$ cat src/rtl/mips_multicycle_ctrl.sv
// Multicycle MIPS control unit: Moore FSM that sequences fetch, decode,
// execute, memory and write-back, and drives the datapath selects/enables.
module mips_multicycle_ctrl #(
  parameter int unsigned OP_WIDTH    = 3,
  parameter int unsigned STATE_WIDTH = 4
) (
  input  logic                   clk,
  input  logic                   reset,
  input  logic [5:0]             opcode,
  input  logic [5:0]             funct,
  input  logic                   zero,
  output logic                   pc_en,
  output logic                   iord,
  output logic                   mem_write,
  output logic                   ir_write,
  output logic                   reg_dst,
  output logic                   mem_to_reg,
  output logic                   reg_write,
  output logic                   alu_src_a,
  output logic [1:0]             alu_src_b,
  output logic [1:0]             pc_src,
  output logic [OP_WIDTH-1:0]    alu_op,
  output logic                   illegal,
  output logic [STATE_WIDTH-1:0] state
);

  typedef enum logic [3:0] {
    StFetch   = 4'd0,
    StDecode  = 4'd1,
    StMemAdr  = 4'd2,
    StMemRd   = 4'd3,
    StMemWb   = 4'd4,
    StMemWr   = 4'd5,
    StExecute = 4'd6,
    StAluWb   = 4'd7,
    StBranch  = 4'd8,
    StAddiEx  = 4'd9,
    StAddiWb  = 4'd10,
    StJump    = 4'd11
  } state_e;

  localparam logic [5:0] OpRtype = 6'b000000;
  localparam logic [5:0] OpLw    = 6'b100011;
  localparam logic [5:0] OpSw    = 6'b101011;
  localparam logic [5:0] OpBeq   = 6'b000100;
  localparam logic [5:0] OpAddi  = 6'b001000;
  localparam logic [5:0] OpJ     = 6'b000010;

  localparam logic [2:0] AluAnd = 3'd0;
  localparam logic [2:0] AluOr  = 3'd1;
  localparam logic [2:0] AluAdd = 3'd2;
  localparam logic [2:0] AluSub = 3'd6;
  localparam logic [2:0] AluSlt = 3'd7;

  state_e     state_q, state_d;
  logic       pc_write, branch;
  logic       funct_ok;
  logic [2:0] funct_op, op_code;

  // State register with synchronous reset back to fetch.
  always_ff @(posedge clk) begin
    if (reset) state_q <= StFetch;
    else       state_q <= state_d;
  end

  // R-type funct decode; funct_ok low marks an unsupported funct.
  always_comb begin
    funct_ok = 1'b1;
    funct_op = AluAdd;
    case (funct)
      6'b100100: funct_op = AluAnd;
      6'b100101: funct_op = AluOr;
      6'b100000: funct_op = AluAdd;
      6'b100010: funct_op = AluSub;
      6'b101010: funct_op = AluSlt;
      default:   funct_ok = 1'b0;
    endcase
  end

  // Next-state and per-state output decode, with reset gating of all enables.
  always_comb begin
    state_d    = StFetch;
    pc_write   = 1'b0;
    branch     = 1'b0;
    iord       = 1'b0;
    mem_write  = 1'b0;
    ir_write   = 1'b0;
    reg_dst    = 1'b0;
    mem_to_reg = 1'b0;
    reg_write  = 1'b0;
    alu_src_a  = 1'b0;
    alu_src_b  = 2'b00;
    pc_src     = 2'b00;
    op_code    = AluAdd;
    illegal    = 1'b0;
    case (state_q)
      StFetch: begin
        ir_write  = 1'b1;
        pc_write  = 1'b1;
        alu_src_b = 2'b01;
        state_d   = StDecode;
      end
      StDecode: begin
        alu_src_b = 2'b11;  // branch target precompute
        case (opcode)
          OpLw, OpSw: state_d = StMemAdr;
          OpRtype:    state_d = StExecute;
          OpBeq:      state_d = StBranch;
          OpAddi:     state_d = StAddiEx;
          OpJ:        state_d = StJump;
          default: begin
            state_d = StFetch;
            illegal = 1'b1;
          end
        endcase
      end
      StMemAdr: begin
        alu_src_a = 1'b1;
        alu_src_b = 2'b10;
        state_d   = (opcode == OpLw) ? StMemRd : StMemWr;
      end
      StMemRd: begin
        iord    = 1'b1;
        state_d = StMemWb;
      end
      StMemWb: begin
        mem_to_reg = 1'b1;
        reg_write  = 1'b1;
      end
      StMemWr: begin
        iord      = 1'b1;
        mem_write = 1'b1;
      end
      StExecute: begin
        alu_src_a = 1'b1;
        op_code   = funct_op;
        illegal   = ~funct_ok;
        state_d   = StAluWb;
      end
      StAluWb: begin
        reg_dst   = 1'b1;
        reg_write = funct_ok;  // IR is stable, so funct still identifies a bad op
      end
      StBranch: begin
        alu_src_a = 1'b1;
        op_code   = AluSub;
        pc_src    = 2'b01;
        branch    = 1'b1;
      end
      StAddiEx: begin
        alu_src_a = 1'b1;
        alu_src_b = 2'b10;
        state_d   = StAddiWb;
      end
      StAddiWb: begin
        reg_write = 1'b1;
      end
      StJump: begin
        pc_src   = 2'b10;
        pc_write = 1'b1;
      end
      default: state_d = StFetch;
    endcase
    // Abandon any in-flight instruction: no writes while reset is high.
    if (reset) begin
      pc_write  = 1'b0;
      branch    = 1'b0;
      ir_write  = 1'b0;
      mem_write = 1'b0;
      reg_write = 1'b0;
      illegal   = 1'b0;
    end
  end

  assign pc_en  = pc_write | (branch & zero);
  assign alu_op = OP_WIDTH'(op_code);
  assign state  = STATE_WIDTH'(state_q);

endmodule
$ cat config.mk
export PLATFORM = sky130hd
export DESIGN_NAME = mips_multicycle_ctrl
export DESIGN_NICKNAME = d
export VERILOG_FILES = /design/src/rtl/mips_multicycle_ctrl.sv
export SDC_FILE = /design/constraint.sdc
export NUM_CORES = 1
export LEC_CHECK = 0
export ABC_AREA = 1
export CAP_MARGIN = 30
export CORE_MARGIN = 2
export CORE_UTILIZATION = 25
export CTS_CLUSTER_SIZE = 30
export DETAILED_ROUTE_END_ITERATION = 12
export GPL_ROUTABILITY_DRIVEN = 1
export PLACE_DENSITY_LB_ADDON = 0.08
export SLEW_MARGIN = 20
export SYNTH_ARGS = -nofsm -noshare
export SYNTH_HDL_FRONTEND = slang
export SYNTH_SLANG_ARGS = --single-unit
export TNS_END_PERCENT = 10
$ cat constraint.sdc
create_clock -name clk -period 1.8 [get_ports clk]
set_input_delay 0.36 -clock clk [delete_from_list [all_inputs] [get_ports clk]]
set_output_delay 0.36 -clock clk [all_outputs]
set_load 0.02 [all_outputs]
==> flow_metrics.tcl, run 1 <==
set metrics [dict create \
    multiInputGateArea_sq_um 405 \
    ys_seq_area_share_pct 14.8 \
    end_kind "output pin" \
    portBuffers 34 \
    cp_slowest_cell "clkdlybuf4s50_1" \
    crit_buf_inv 2 \
    syn2layout_area_growth_pct 115 \
    rsz0062_at_grt "yes" \
    hp-class "in -> reg" \
    crit_family "buffers and inverters" \
    ys_types 18 \
    maxCapViolCount 0 \
    rrSetupSlack_ps 540 \
    cp_data_required_time_ps 1440 \
    p_sw_share_pct 31.8 \
    drtIter0Drc 15 \
    p_sw_uw 116 \
    status "finished clean" \
    cts_buffers 3 \
    cts_tree "built" \
    syn_area_sq_um 542 \
    layout-drive-gt1-share_pct 41.1 \
    clk_latency_ps 230 \
    crit_type "in -> out" \
    fin_skew_ps 3.30 \
    cp_cell_sequence "clkdlybuf4s50_1, nor2_1, o211ai_1, nand3_1, a21oi_2, buf_6" \
    seqCellArea_sq_um 83.8 \
    fin_util_pct 58.1 \
    vias_per_cell 4.33 \
    arrival_ps 1420 \
    hp-start "opcode[3]" \
    pwr-share-seq_pct 26.8 \
    grt_max_degree 7 \
    p_comb_share_pct 43.3 \
    start_kind "input port" \
    synthCells 104 \
    fin_crit_sh_pct 98.9 \
    htree_levels 1 \
    crit_fanout 2 \
    dieArea_sq_um 2560 \
    slew_headroom_pct 81.3 \
    vias 845 \
    ys_warn_count 0 \
    tightest_slew_ps 280 \
    hold_buffers 0 \
    clk_pin_slew_worst_paths_ps 30 \
    ant_nets 0 \
    ir_worst_vdd_uv 531 \
    clock-sinks 4 \
    chipHeight_um 50.6 \
    fmax_ghz 0.562 \
    wirelength_um 1810 \
    synth_top_flop_cell "dfxtp_1" \
    fillers 214 \
    p_leak_uw 0.000708 \
    fp.dieW_um 50.6 \
    nets 185 \
    fp-row-count 16 \
    clockBufferDepth 2 \
    grt_pass1_wl_um 3160 \
    place_congestion 0.830 \
    cts_root_buf "clkbuf_4" \
    grt.total_usage_pct 15.9 \
    synth_top_cell_area_share_pct 14.8 \
    synth_edf_count 0 \
    diodes 0 \
    drv_slew 0 \
    dpl.hpwl_um 1560 \
    synth_most_common_cell "nor2_1" \
    power_density_nw_per_um2 314 \
    min_period_ps 1780 \
    dr.pass1.iters 6 \
    holdWs_ps 606 \
    post_drt_wl_per_cell_um 9.28 \
    ys_async_sr_fraction_pct 0 \
    r2r_start "state[1]" \
    post-cts-setup-buffers 0 \
    netlist_top_cells_area "dfxtp_1 (15%), nor2_1 (14%), inv_1 (12%)" \
    drc 0 \
    clockPowerShare_pct 30.0 \
    core_area_sq_um 2000 \
    cpPeakStageDelay_ps 480 \
    yosysTopAreaCell "dfxtp_1" \
    hold_viol 0 \
    setup_viol 0 \
    crit_start "funct[3]" \
    ios 35 \
    initial_core_util_pct 27.1 \
    synth_seq_cells 4 \
    netlist_top_cells_count "nor2_1 (20), inv_1 (18), nand2_1 (17)" \
    largest_reg_flops 4 \
    synth.avg_cell_area_sq_um 5.21 \
    grt_overflow_total 0 \
    first_global_vias 759 \
    synth_nets 119 \
    power.internal_uw 249 \
    antenna_found_initial 0 \
]
[metal layers]
| metal | vias to the layer above | global-route usage, % | routed length, um | share of wire (%) |
|---|---|---|---|---|
| met4 | 0 | 0.901 | 0 | 0 |
| met5 | - | 0 | 0 | 0 |
| met3 | 0 | 4.46 | 78 | 4.3 |
| li1 | 456 | - | - | - |
| met2 | 24 | 28.3 | 899 | 50 |
| met1 | 365 | 19.9 | 832 | 46 |
[worst paths after layout]
| path | depth (start not counted) | end |
|---|---|---|
| worst max register to register | 9 | state[1] |
| worst min register to register | 3 | state[0] |
| worst min-delay path | 6 | state[1] |
| worst max-delay path | 6 | illegal |
[layout by cell type (no fill, tap or decap), drive strengths merged, types with 5 or more instances in the layout]
cell type,synthesis,layout
clkdlybuf4s50,0,5
nor2,26,26
a21oi,10,10
inv,22,22
clkbuf,0,7
nand2,19,19
o21ai,5,5
dlymetal6s2s,0,11
buf,1,38
nand3,11,11
[worst min-delay path: cells and delay by family]
| kind | cells | cell delay [ps] |
|---|---|---|
| AND/OR/NAND/NOR | 4 | 260 |
| buffers and inverters | 1 | 110 |
| AO/OA/AOI/OAI | 1 | 50 |
[kinds of logic (layout without fill, tap and decap cells)]
kind of cell,count (synthesis),count (layout),synth area share [%]
and+or+nand+nor,60,60,52.2
AOI/OAI and AO/OA,17,17,17.1
buffers and inverters,23,87,15.9
DFF,4,4,14.8
[through the flow]
stage               TNS, ps  area (sq um)  worst slack (ps)  total power, uW  std cells
finish                    0          1160              19.2              365        195
global route           -205          1160             -68.1              400        195
CTS                    -939          1130              -233              372        195
detailed placement    -4350          1130              -687              262        192
global placement      -4100          1130              -635              260        192
floorplan             -10.1           546             -10.1              160        104
[power by group through the flow]
stage	registers, uW	logic (uW)	clock network (uW)
floorplan	101	59.3	0
global placement	98.3	161	0
detailed placement	98.6	163	0
CTS	97.8	160	114
global route	98.0	173	129
finish	97.8	158	109
[final cells by class]
type | count | area share, %
clock buffers | 3 | 1.94
inverters | 22 | 7.10
multi-input cells | 77 | 34.9
flip-flops and latches | 4 | 7.21
well taps | 27 | 2.91
repair buffers | 62 | 46.0
[repair_timing]
item	in CTS	in global routing
setup endpoints to repair	17	13
cloned	0	0
resized for setup	51	32
pin swaps	4	6
(Power assumes the default switching activity.)
==> run 2: changes to the inputs <==
Settings changed: CAP_MARGIN 30 to 40, CORE_UTILIZATION 25 to 38.
==> flow_metrics.tcl, run 2 (same netlist as run 1, synthesis figures left out) <==
set metrics [dict create \
    status "finished clean" \
    cts_root_buf "clkbuf_4" \
    tightest_slew_ps 285 \
    end_kind "output pin" \
    clk_pin_slew_worst_paths_ps 40 \
    fin_crit_sh_pct 97.6 \
    clockBufferDepth 2 \
    largest_reg_flops 4 \
    dieArea_sq_um 1740 \
    crit_type "in -> out" \
    grt_pass1_wl_um 3310 \
    portBuffers 34 \
    dpl_worst_slack_ps -774 \
    drtIter0Drc 17 \
    core_area_sq_um 1320 \
    fp-row-count 13 \
    drv_slew 0 \
    cp_cell_sequence "clkdlybuf4s50_1, inv_1, nand3_1, nor2_2, nand3_1, clkdlybuf4s15_2" \
    pwr-share-seq_pct 26.5 \
    post_drt_wl_per_cell_um 11.5 \
    layout-drive-gt1-share_pct 39.9 \
    clock-sinks 4 \
    ir_worst_vdd_uv 299 \
    vias_per_cell 4.83 \
    cts_buffers 3 \
    grt.total_usage_pct 24.6 \
    cts_tree "built" \
    power.internal_uw 245 \
    crit_buf_inv 3 \
    setup_viol 0 \
    p_sw_uw 120 \
    p_comb_share_pct 43.3 \
    p_leak_uw 0.000675 \
    antenna_found_initial 0 \
    layout_commonest_cell "buf_4" \
    crit_family "buffers and inverters" \
    start_kind "input port" \
    finalSetupTns_ps 0 \
    diodes 0 \
    p_sw_share_pct 33.0 \
    clockPowerShare_pct 30.2 \
    cpPeakStageDelay_ps 420 \
    min_period_ps 1760 \
    cp_data_required_time_ps 1440 \
    ios 35 \
    numPlacedInstances 174 \
    ant_nets 0 \
    instances_no_fill 178 \
    fp.dieW_um 41.8 \
    first_global_vias 839 \
    dpl.hpwl_um 1540 \
    place_congestion 0.890 \
    grt_max_degree 7 \
    crit_fanout 2 \
    initial_core_util_pct 41.1 \
    fin_ws_ps 43.0 \
    grt_overflow_total 0 \
    nets 180 \
    hold_viol 0 \
    vias 860 \
    maxCapViolCount 0 \
    hp-class "in -> reg" \
    chipHeight_um 41.8 \
    dr.pass1.iters 4 \
    wirelength_um 2050 \
    drc 0 \
    fin_skew_ps 2.63 \
    power_density_nw_per_um2 321 \
    fillers 91 \
    clk_latency_ps 240 \
    rsz0062_at_grt "yes" \
    fmax_ghz 0.569 \
    htree_levels 1 \
    syn2layout_area_growth_pct 110 \
    final_cell_mix "buf_4 (30), nand2_1 (17), nor2_1 (16)" \
    hold_buffers 0 \
    slew_headroom_pct 81.0 \
    cp_slowest_cell "clkdlybuf4s50_1" \
    crit_top_cell "nand3_1" \
    arrival_ps 1400 \
]
run 2: cell types whose count changed in the layout (fill, tap and decap cells not counted), sizes merged:
cell	change
clkdlybuf4s15	+5
clkdlybuf4s50	+1
clkbuf	-4
buf	-5
dlygate4sd2	-2
run 2: per-stage QoR:
step / util, % / hold slack (ps) / cell area (sq um) / total power, uW
after detailed placement: 80.9 / 672 / 1070 / 251
after global routing: 86.2 / 659 / 1140 / 391
after global placement: 80.9 / 682 / 1070 / 248
after CTS: 82.1 / 622 / 1080 / 364
final: 86.2 / 612 / 1140 / 365
after floorplan: - / 630 / 546 / 160
run 2: path summary, 6_finish.rpt:
kind                  start         to  slack, ps  depth (start not counted)
setup / recovery   funct[3]  alu_op[1]         40                          6
hold / removal    opcode[3]   state[1]        610                          6
setup reg to reg   state[3]   state[2]        610                          8
hold reg to reg    state[3]   state[0]        630                          3
run 2: timing repair:
action,CTS,global route
setup endpoints to repair,16,12
pin swaps,3,9
buffers inserted,1,0
gates resized for setup,53,31
run 2: layout make-up:
| class | instances | area (sq um) | share of cell area [%] |
|---|---|---|---|
| clock buffers | 3 | 22.5 | 1.98 |
| inverters | 22 | 82.6 | 7.27 |
| multi-input cells | 77 | 414 | 36.5 |
| flip-flops and latches | 4 | 83.8 | 7.38 |
| well taps | 15 | 18.8 | 1.65 |
| repair buffers | 57 | 514 | 45.3 |
run 2: tightest hold or removal path: cells and delay by family:
family	cells	cell delay, ps
buf+inv	1	120
compound gates	1	50
simple gates	4	270
run 2: metal layers:
layer	up-vias	global-route usage, %	part of all wire [%]
met2	36	45.6	52
met1	371	25.2	39
met4	0	14.8	2.5
li1	447	-	-
met5	-	0	0
met3	6	3.91	6.3
run 2: power by group through the flow:
stage / clock network, uW / registers [uW] / logic (uW)
global route: 124 / 97.0 / 170
floorplan: 0 / 101 / 59.3
CTS: 115 / 96.2 / 152
finish: 110 / 96.8 / 158
global placement: 0 / 97.4 / 151
detailed placement: 0 / 97.5 / 153
